`config.mk`:
```
export PLATFORM = sky130hd
export DESIGN_NAME = addr_unit_flat
export DESIGN_NICKNAME = d
export VERILOG_FILES = /design/src/rtl/addr_unit_pkg.sv /design/src/rtl/addr_unit_if.sv /design/src/rtl/addr_unit_pc_reg.sv /design/src/rtl/addr_unit.sv /design/src/flat_wrapper.sv
export SDC_FILE = /design/constraint.sdc
export NUM_CORES = 1
export LEC_CHECK = 0
export ABC_AREA = 1
export BUFFER_PORTS_ARGS = -buffer_cell sky130_fd_sc_hd__buf_4
export CAP_MARGIN = 5
export CORE_UTILIZATION = 51
export DETAILED_ROUTE_END_ITERATION = 8
export MAX_ROUTING_LAYER = met4
export PLACE_DENSITY_LB_ADDON = 0.05
export SYNTH_ARGS = -nofsm -noshare
export SYNTH_HDL_FRONTEND = slang
export SYNTH_SLANG_ARGS = --single-unit
```
`constraint.sdc`:
```
create_clock -name clk -period 1.42 [get_ports clk]
set_input_delay 0.284 -clock clk [delete_from_list [all_inputs] [get_ports clk]]
set_output_delay 0.284 -clock clk [all_outputs]
set_load 0.01 [all_outputs]
```
`src/rtl/addr_unit_pkg.sv`:
```
// Shared types for the address unit: bus byte/word types, control encodings
// and the vector-fetch state enumeration.
package addr_unit_pkg;

  typedef logic [7:0]  data_t;
  typedef logic [15:0] addr_t;

  typedef enum logic {NOLOAD = 1'b0, LOAD = 1'b1} il_t;
  typedef enum logic [1:0] {PC_ADDR = 2'b00, A_ADDR = 2'b01} mm_t;
  typedef enum logic {READ = 1'b0, WRITE = 1'b1} mw_t;

  typedef enum logic [1:0] {VEC_LO, VEC_HI, RUN} fs_t;

  localparam data_t NOP_OP = 8'hEA;

endpackage

```
`src/rtl/addr_unit_if.sv`:
```
// Control and memory bus of the address unit. The master side is the
// control/memory environment; the slave side is the address unit itself.
interface addr_unit_if;
  import addr_unit_pkg::*;

  il_t   il;
  mm_t   mm;
  mw_t   mw;
  logic  pc_inc;
  logic  pc_ld;
  logic  op_ld_lo;
  logic  op_ld_hi;
  data_t data_in;
  addr_t addr;
  logic  we;
  data_t inst;
  logic  ready;

  modport master (
    output il, mm, mw, pc_inc, pc_ld, op_ld_lo, op_ld_hi, data_in,
    input  addr, we, inst, ready
  );

  modport slave (
    input  il, mm, mw, pc_inc, pc_ld, op_ld_lo, op_ld_hi, data_in,
    output addr, we, inst, ready
  );

endinterface

```
`src/rtl/addr_unit_pc_reg.sv`:
```
// Program counter: byte-wise vector load, full load, increment with wrap.
module pc_reg
  import addr_unit_pkg::*;
(
  input  logic  clk,
  input  logic  rst_n,
  input  logic  vec_lo_i,
  input  logic  vec_hi_i,
  input  logic  ld_i,
  input  logic  inc_i,
  input  data_t vec_i,
  input  addr_t ld_val_i,
  output addr_t pc_o
);

  addr_t pc_q;
  addr_t pc_d;

  // Next PC: vector bytes first, then load over increment over hold.
  always_comb begin
    pc_d = pc_q;
    if (vec_lo_i) begin
      pc_d[7:0] = vec_i;
    end else if (vec_hi_i) begin
      pc_d[15:8] = vec_i;
    end else if (ld_i) begin
      pc_d = ld_val_i;
    end else if (inc_i) begin
      pc_d = pc_q + 16'd1;
    end
  end

  // PC register.
  always_ff @(posedge clk or negedge rst_n) begin
    if (!rst_n) begin
      pc_q <= '0;
    end else begin
      pc_q <= pc_d;
    end
  end

  assign pc_o = pc_q;

endmodule

```
`src/rtl/addr_unit.sv`:
```
// Address unit: reset-vector fetch sequencer, operand address latches,
// instruction register and memory address mux.
module addr_unit
  import addr_unit_pkg::*;
#(
  parameter addr_t RESET_VEC = 16'hFFFC
) (
  input  logic         clk,
  input  logic         rst_n,
  addr_unit_if.slave   bus
);

  fs_t   state_q;
  logic  ready_q;
  data_t adl_q, adl_d;
  data_t adh_q, adh_d;
  data_t inst_q, inst_d;
  addr_t pc;
  addr_t op_addr;
  logic  run;

  assign run     = (state_q == RUN);
  assign op_addr = {adh_q, adl_q};

  // Vector fetch sequencer; ready is registered alongside the state.
  always_ff @(posedge clk or negedge rst_n) begin
    if (!rst_n) begin
      state_q <= VEC_LO;
      ready_q <= 1'b0;
    end else begin
      case (state_q)
        VEC_LO: begin
          state_q <= VEC_HI;
          ready_q <= 1'b0;
        end
        VEC_HI: begin
          state_q <= RUN;
          ready_q <= 1'b1;
        end
        RUN: begin
          state_q <= RUN;
          ready_q <= 1'b1;
        end
        default: begin
          state_q <= VEC_LO;
          ready_q <= 1'b0;
        end
      endcase
    end
  end

  pc_reg u_pc (
    .clk      (clk),
    .rst_n    (rst_n),
    .vec_lo_i (state_q == VEC_LO),
    .vec_hi_i (state_q == VEC_HI),
    .ld_i     (run && bus.pc_ld),
    .inc_i    (run && bus.pc_inc),
    .vec_i    (bus.data_in),
    .ld_val_i (op_addr),
    .pc_o     (pc)
  );

  // Operand address latches and instruction register, active only in RUN.
  always_comb begin
    adl_d  = adl_q;
    adh_d  = adh_q;
    inst_d = inst_q;
    if (run) begin
      if (bus.op_ld_lo) adl_d = bus.data_in;
      if (bus.op_ld_hi) adh_d = bus.data_in;
      if (bus.il == LOAD) inst_d = bus.data_in;
    end
  end

  // Operand and instruction registers.
  always_ff @(posedge clk or negedge rst_n) begin
    if (!rst_n) begin
      adl_q  <= '0;
      adh_q  <= '0;
      inst_q <= NOP_OP;
    end else begin
      adl_q  <= adl_d;
      adh_q  <= adh_d;
      inst_q <= inst_d;
    end
  end

  // Address mux and write enable; unknown mm encodings fall back to PC.
  always_comb begin
    bus.addr = RESET_VEC;
    bus.we   = 1'b0;
    case (state_q)
      VEC_LO:  bus.addr = RESET_VEC;
      VEC_HI:  bus.addr = RESET_VEC + 16'd1;
      RUN: begin
        bus.addr = (bus.mm == A_ADDR) ? op_addr : pc;
        bus.we   = (bus.mw == WRITE);
      end
      default: bus.addr = RESET_VEC;
    endcase
  end

  assign bus.inst  = inst_q;
  assign bus.ready = ready_q;

endmodule

```
`src/flat_wrapper.sv`:
```
// flat-port wrapper written by rule: the top's interface ports become plain ports
module addr_unit_flat import addr_unit_pkg::*;
#(
  parameter addr_t RESET_VEC = 16'hFFFC
)
  (clk, rst_n, bus_il, bus_mm, bus_mw, bus_pc_inc, bus_pc_ld, bus_op_ld_lo, bus_op_ld_hi, bus_data_in, bus_addr, bus_we, bus_inst, bus_ready);
  addr_unit_if bus_i ();
  input  logic clk;
  input  logic rst_n;
  input wire logic [$bits(bus_i.il)-1:0] bus_il;
  input wire logic [$bits(bus_i.mm)-1:0] bus_mm;
  input wire logic [$bits(bus_i.mw)-1:0] bus_mw;
  input wire logic [$bits(bus_i.pc_inc)-1:0] bus_pc_inc;
  input wire logic [$bits(bus_i.pc_ld)-1:0] bus_pc_ld;
  input wire logic [$bits(bus_i.op_ld_lo)-1:0] bus_op_ld_lo;
  input wire logic [$bits(bus_i.op_ld_hi)-1:0] bus_op_ld_hi;
  input wire logic [$bits(bus_i.data_in)-1:0] bus_data_in;
  output wire logic [$bits(bus_i.addr)-1:0] bus_addr;
  output wire logic [$bits(bus_i.we)-1:0] bus_we;
  output wire logic [$bits(bus_i.inst)-1:0] bus_inst;
  output wire logic [$bits(bus_i.ready)-1:0] bus_ready;
  assign bus_i.il = bus_il;
  assign bus_i.mm = bus_mm;
  assign bus_i.mw = bus_mw;
  assign bus_i.pc_inc = bus_pc_inc;
  assign bus_i.pc_ld = bus_pc_ld;
  assign bus_i.op_ld_lo = bus_op_ld_lo;
  assign bus_i.op_ld_hi = bus_op_ld_hi;
  assign bus_i.data_in = bus_data_in;
  assign bus_addr = bus_i.addr;
  assign bus_we = bus_i.we;
  assign bus_inst = bus_i.inst;
  assign bus_ready = bus_i.ready;
  addr_unit #(.RESET_VEC(RESET_VEC)) u_core (.clk(clk), .rst_n(rst_n), .bus(bus_i));
endmodule
```
### After elaboration in Yosys (flattened, before gate mapping)

Index checks and enable logic that the tools add are counted.

* bits in registers: 43
* input bits: 18
* output and inout port bits: 26
* logic and storage cells: 34

* $add $sub $neg: 1
* eq/ne operators: 4
* muxes and demuxes: 10
* bitwise operators: 1
* reductions and logical operators: 11

Operator list (count)
* two-way mux 16 bit: 3
* case mux 16 bit (2 select lines): 1
* two-way mux 8 bit: 3
* adder 16 x 1 -> 16 bit (second input constant): 1
* AND reduction 2 bit: 5
* nonzero test 3 bit: 2
* == test 2 x 1 -> 1 bit (second input constant): 2
* case mux 2 bit (2 select lines): 1
* == test 2 bit (second input constant): 1
* logical AND 1 bit: 2
* logical NOT 2 bit: 1
* two-way mux 1 bit: 2
* inequality test 2 bit (second input constant): 1
* OR reduction 2 bit: 1
* NOT 1 bit: 1

### Logic depth before layout (Yosys ltp)

* word-level depth: 6
* mapped depth: 10
* mapped depth without buffers: 9

### Cells and area by module

A second synthesis with hierarchy kept.

* cell total of the unflattened synthesis: 356
* area total of the unflattened synthesis: 2656.3 µm²

By module, submodules not included
* pc_reg: times used 1, cells each 194, area each 1332.5 µm², seq. area each 400.4 µm²
* addr_unit: times used 1, cells each 162, area each 1323.8 µm², seq. area each 656.9 µm²

### Worst setup path after synthesis

OpenSTA, ideal clock, no wires.

* path kind: flip-flop to output port
* from: register u_core.state_q[0]
* to: output port bus_addr[10]
* arrival: 1424 ps
* data required time: 1136 ps
* path slack: -288 ps
* stages on the path, launching flop included: 7
* path buffers: 2
* cell sequence: dfrtp_1 > inv_1 > ha_1 > buf_2 > clkbuf_1 > o21ai_0 > o21ai_0

* cells in the longest elaborated chain, start to end: 2
* elaborated cells on any way between the ends: 3
* classes of those cells: 2 x eq/ne; 1 x mux

RTL lines
* start: declaration: RTL line addr_unit.sv:13 `fs_t state_q;`
* start signal: assignment: RTL line addr_unit.sv:28 `state_q <= VEC_LO;`
* start signal: assignment: RTL line addr_unit.sv:33 `state_q <= VEC_HI;`
* start signal: assignment: RTL line addr_unit.sv:37 `state_q <= RUN;`
* == test 2 bit or == test 2 x 1 -> 1 bit (tied branches): RTL line addr_unit.sv:93 `case (state_q)`
* case mux 16 bit (2 select lines) (*): RTL line addr_unit.sv:93
* end: declaration: RTL line flat_wrapper.sv:18 `output wire logic [$bits(bus_i.addr)-1:0] bus_addr;`

Mark *: on every way between the ends. The rest lies on a longest branch, timed or not.

### Worst setup path after layout

* from: register u_core.state_q[0]
* to: output port bus_addr[11]

Same word-level chain as after synthesis.

==> impl_summary.md <==
Job
The max-capacitance violation count is 0.

Setup path
The critical path startpoint category is a flip-flop. The largest single stage delay on the critical path is 0.37 ns. The worst setup path is of the flip-flop to primary output kind. The number of cells traversed by the worst register-to-register path is 9. In this run the critical register-to-register path is launched from u_core.bus.ready. In this run the critical register-to-register path is captured at u_core.u_pc.pc_o[8]. The signal on the critical path passes through inv_2 -> ha_4 -> inv_2 -> nor2_4 -> buf_12 -> buf_12 -> o21ai_4 -> buf_6. Among cell families on the critical path, the largest total delay comes from buffers and inverters. The worst setup path is captured at a primary output. In this run the worst path has a maximum fanout of 8. The worst reg-to-reg setup slack is -0.44 ns. The count of buffering cells on the critical path with inverters included is 5. The required time of the worst setup path is 1.14 ns. For this design, the slowest cell found on the critical path is dfrtp_1. Data on the critical path arrives at its endpoint at 1.62 ns.

Yosys
The number of instances in the synthesized netlist is 368. In this run the cell area of the synthesized design comes to 0.00257 mm2. A synthesized cell averages 6.97 um2. The number of distinct library cell variants in the gate-level netlist after synthesis is 25. The share of the Yosys chip area taken by registers is 41.2%. The post-synthesis register bit count is 42. Synthesis produced a netlist with a net count of 390.

The total of warnings raised by yosys is 0.

Power and ir drop
The switching power summed over all nets is 1.36 mW. The cell-internal power is 2.25 mW. For this design the static power due to leakage is 1.96 nW. Net switching is 37.7% of the power. The clock network power share is 23.6%.

IR analysis of the VDD net gives a maximum drop of 0.758 mV. Total power for the finished layout comes to 3.61 mW. The share of total power in combinational logic is 34.3%. The ratio of total power to cell area is 870 mW/mm2. The power share of the sequential group is 42.1%.

Clocking
TritonCTS created 5 clock buffers. The clock tree buffer depth is 2. The maximum level of the CTS H-tree is 2. Clock-pin slew was measured on the worst setup and hold paths at 0.09 ns. The later pin in the worst-skew pair is clocked with a latency of 0.31 ns.

The count of clock tree sinks is 42. TritonCTS built the clock tree. The tree is rooted in a clkbuf_8.

Layout
The signed area change from the synthesized netlist to the final layout is 61.7%. The fill cell total of the finished layout is 241. 0 antenna diodes ended up in the layout. The fraction of final layout cells sized beyond drive strength 1 is 45.4%. The final layout contains 473 nets.

The count of non-filler cells in the finished layout is 519. The summed area of non-filler cells in the final layout is 0.00415 mm2. Once layout is complete, the utilization of the core stands at 86.7%.

Timing
Setup repair after global routing could not meet its margin everywhere. The routed design could run at a clock period as short as 1.91 ns. The final critical-path share of the clock period is 134%. Based on the critical path, the design can be clocked at up to 525 MHz. The final hold slack is 0.249 ns.

Between clock sinks in the finished design, the worst skew comes to 0.00857 ns. At the pin with the least slew margin, the transition time is 0.562 ns. Setup violations remaining at the end of the flow were counted as 57. The final count of pins violating max slew is 0. The final number of hold-violating endpoints is 0.

Measured against its own limit, the worst slew margin works out to 62.5%. The aggregate negative setup slack is -15.00 ns. Across all setup checks in the final design, the least slack found is -0.486 ns.

GRT
Global routing consumed, over all layers together, 35.2% of the routing resources. The first global-routing pass estimated 13500 um of wire. The number of global-route vias before repair is 2760. After global routing the overflow that remains totals 0.

The maximum number of pins on one net before global-route repair is 43. The number of antenna violations at the first check in global routing is 0.

Place
The final weighted congestion of routability-driven global placement is 0.880. The instance count after placement with tap cells included is 494. Prior to clock tree synthesis, the placed netlist has a worst setup slack of -0.207 ns.

The HPWL after detailed placement is 5530 um. The count of buffers added on input and output ports is 43. The area after detailed placement is 0.00333 mm2.

Drt
The average wire length per cell after detail routing is 19.8 um. The final routed DRC violation total is 0. The violation count after the first detailed-route iteration is 488. The number of vias per cell is 6.16. The number of search-and-repair iterations in the first detailed-routing pass is 7. The remaining antenna violation count after routing is 0.

After detailed routing, the total wire length is 10300 um. The final route contains 3195 vias.

Status
The checks that failed: negative setup slack. The run finished, with violations left.

Min path
The class of the worst hold path is input port to flip-flop. The beginning of the worst hold path is bus_data_in[3]. The endpoint of the worst hold path is u_core.u_pc.pc_o[11].

The worst hold path stage count is 3.

Die
The floorplan core area is 0.00479 mm2. The starting utilization of the core area is 53.6%. The initialized floorplan defines 25 standard-cell rows. The die is 72.9 um wide.

The die covers 0.00532 mm2. From bottom edge to top edge, the die measures 72.9 um. The top-level port count is 44.
==> power by group through the flow <==
stage               Clock (mW)  Combinational (mW)  Sequential (mW)
global route             0.895                1.32             1.53
global placement             0               0.918             1.49
floorplan                    0               0.543             1.47
finish                   0.851                1.24             1.52
detailed placement           0               0.943             1.50
CTS                      0.837                1.06             1.48
==> synthesized netlist by cell type, drive strengths merged <==
| master | count | area [um2] |
|---|---|---|
| a21oi | 28 | 151 |
| a22oi | 2 | 15.0 |
| buf | 7 | 48.8 |
| clkbuf | 7 | 26.3 |
| dfrtp | 37 | 926 |
| dfstp | 5 | 131 |
| ha | 4 | 50.1 |
| inv | 41 | 154 |
| nand2 | 76 | 293 |
| nand3 | 21 | 115 |
| nand4 | 4 | 25.0 |
| nor2 | 62 | 243 |
| o211ai | 5 | 37.5 |
| o21ai | 67 | 335 |
| o22ai | 1 | 6.26 |
| xnor2 | 1 | 8.76 |
==> worst register-to-register path: stages, from the launching register on <==
cell and delay (ns):
dfrtp_2 0.42, buf_6 0.12, ha_4 0.18, buf_8 0.14
buf_8 0.14, nand2_8 0.13, buf_12 0.16, nand2_1 0.05
o21ai_0 0.25, a21oi_1 0.13
==> cell usage in the layout (no fill, tap or decap), types with 2 or more instances in the layout <==
| master | synthesis | routed |
|---|---|---|
| o21ai_0 | 66 | 19 |
| nor2_1 | 60 | 43 |
| a22oi_1 | 2 | 2 |
| nor2_4 | 1 | 10 |
| dfstp_2 | 5 | 5 |
| o21ai_1 | 1 | 28 |
| nand2_8 | 0 | 5 |
| clkinvlp_4 | 0 | 2 |
| ha_4 | 0 | 2 |
| buf_12 | 0 | 7 |
| nand4_1 | 4 | 4 |
| o21ai_2 | 0 | 10 |
| clkbuf_8 | 0 | 5 |
| clkbuf_16 | 0 | 2 |
| inv_1 | 40 | 30 |
| nand3_1 | 19 | 15 |
| o211ai_1 | 5 | 5 |
| o21ai_4 | 0 | 10 |
| nand3_2 | 2 | 4 |
| nand3_4 | 0 | 2 |
| inv_2 | 1 | 8 |
| buf_8 | 0 | 3 |
| nor2_2 | 1 | 9 |
| a21oi_2 | 3 | 10 |
| nand2_1 | 73 | 42 |
| nand2_2 | 3 | 19 |
| nand2_4 | 0 | 11 |
| buf_4 | 3 | 51 |
| dfrtp_1 | 37 | 36 |
| ha_1 | 4 | 2 |
| buf_6 | 1 | 24 |
| a21oi_1 | 25 | 18 |
| inv_8 | 0 | 3 |
==> per-layer routing <==
layer	global-route usage, %	vias to the layer above	routed length (um)
met5	-	-	0
met4	15.0	0	545
met2	55.7	247	4870
met3	6.35	84	961
met1	44.4	1488	3880
li1	-	1376	-
==> worst max path at each step <==
stage / cells past startpoint / endpoint / slack (ns) / from
detailed placement: 7 / bus_addr[4] / -0.21 / u_core.state_q[0]
CTS: 8 / bus_addr[11] / -0.47 / u_core.state_q[0]
global route: 8 / bus_addr[11] / -0.53 / u_core.state_q[0]
floorplan: 6 / bus_addr[10] / -0.04 / u_core.bus.ready
finish: 8 / bus_addr[11] / -0.49 / u_core.state_q[0]
global placement: 7 / bus_addr[5] / -0.17 / u_core.state_q[0]
==> flip-flops by register name, summed over array words and instances (netlist names) <==
name / cells
u_core.state_q: 1
u_core.u_pc.pc_o: 16
u_core.adh_q: 8
u_core.bus.ready: 1
u_core.bus.inst: 8
u_core.adl_q: 8
==> repair_timing <==
action,in CTS,in global routing
hold buffers,1,0
pin swaps,12,19
setup buffers,7,4
hold endpoints to repair,37,0
endpoints found under the setup margin,36,57
gates cloned,3,2
gates resized for setup,89,91
==> cell type report <==
class / instances / area, um2 / share of cell area (%)
multi-input cells: 272 / 1810 / 43.7
well taps: 67 / 83.8 / 2.02
flip-flops and latches: 42 / 1060 / 25.5
repair buffers: 89 / 926 / 22.3
clock inverters: 3 / 23.8 / 0.573
inverters: 41 / 176 / 4.25
clock buffers: 5 / 68.8 / 1.66
==> logic make-up (layout without fill, tap and decap cells) <==
logic type / after synthesis / in the layout / synth area share [%]
fa+ha+maj: 4 / 4 / 1.95
flops: 42 / 42 / 41.2
simple gates: 163 / 164 / 26.3
compound gates: 103 / 103 / 21.3
xor+xnor: 1 / 1 / 0.341
buf+inv: 55 / 138 / 8.92
Note: power is estimated with default switching activity, not from simulation.
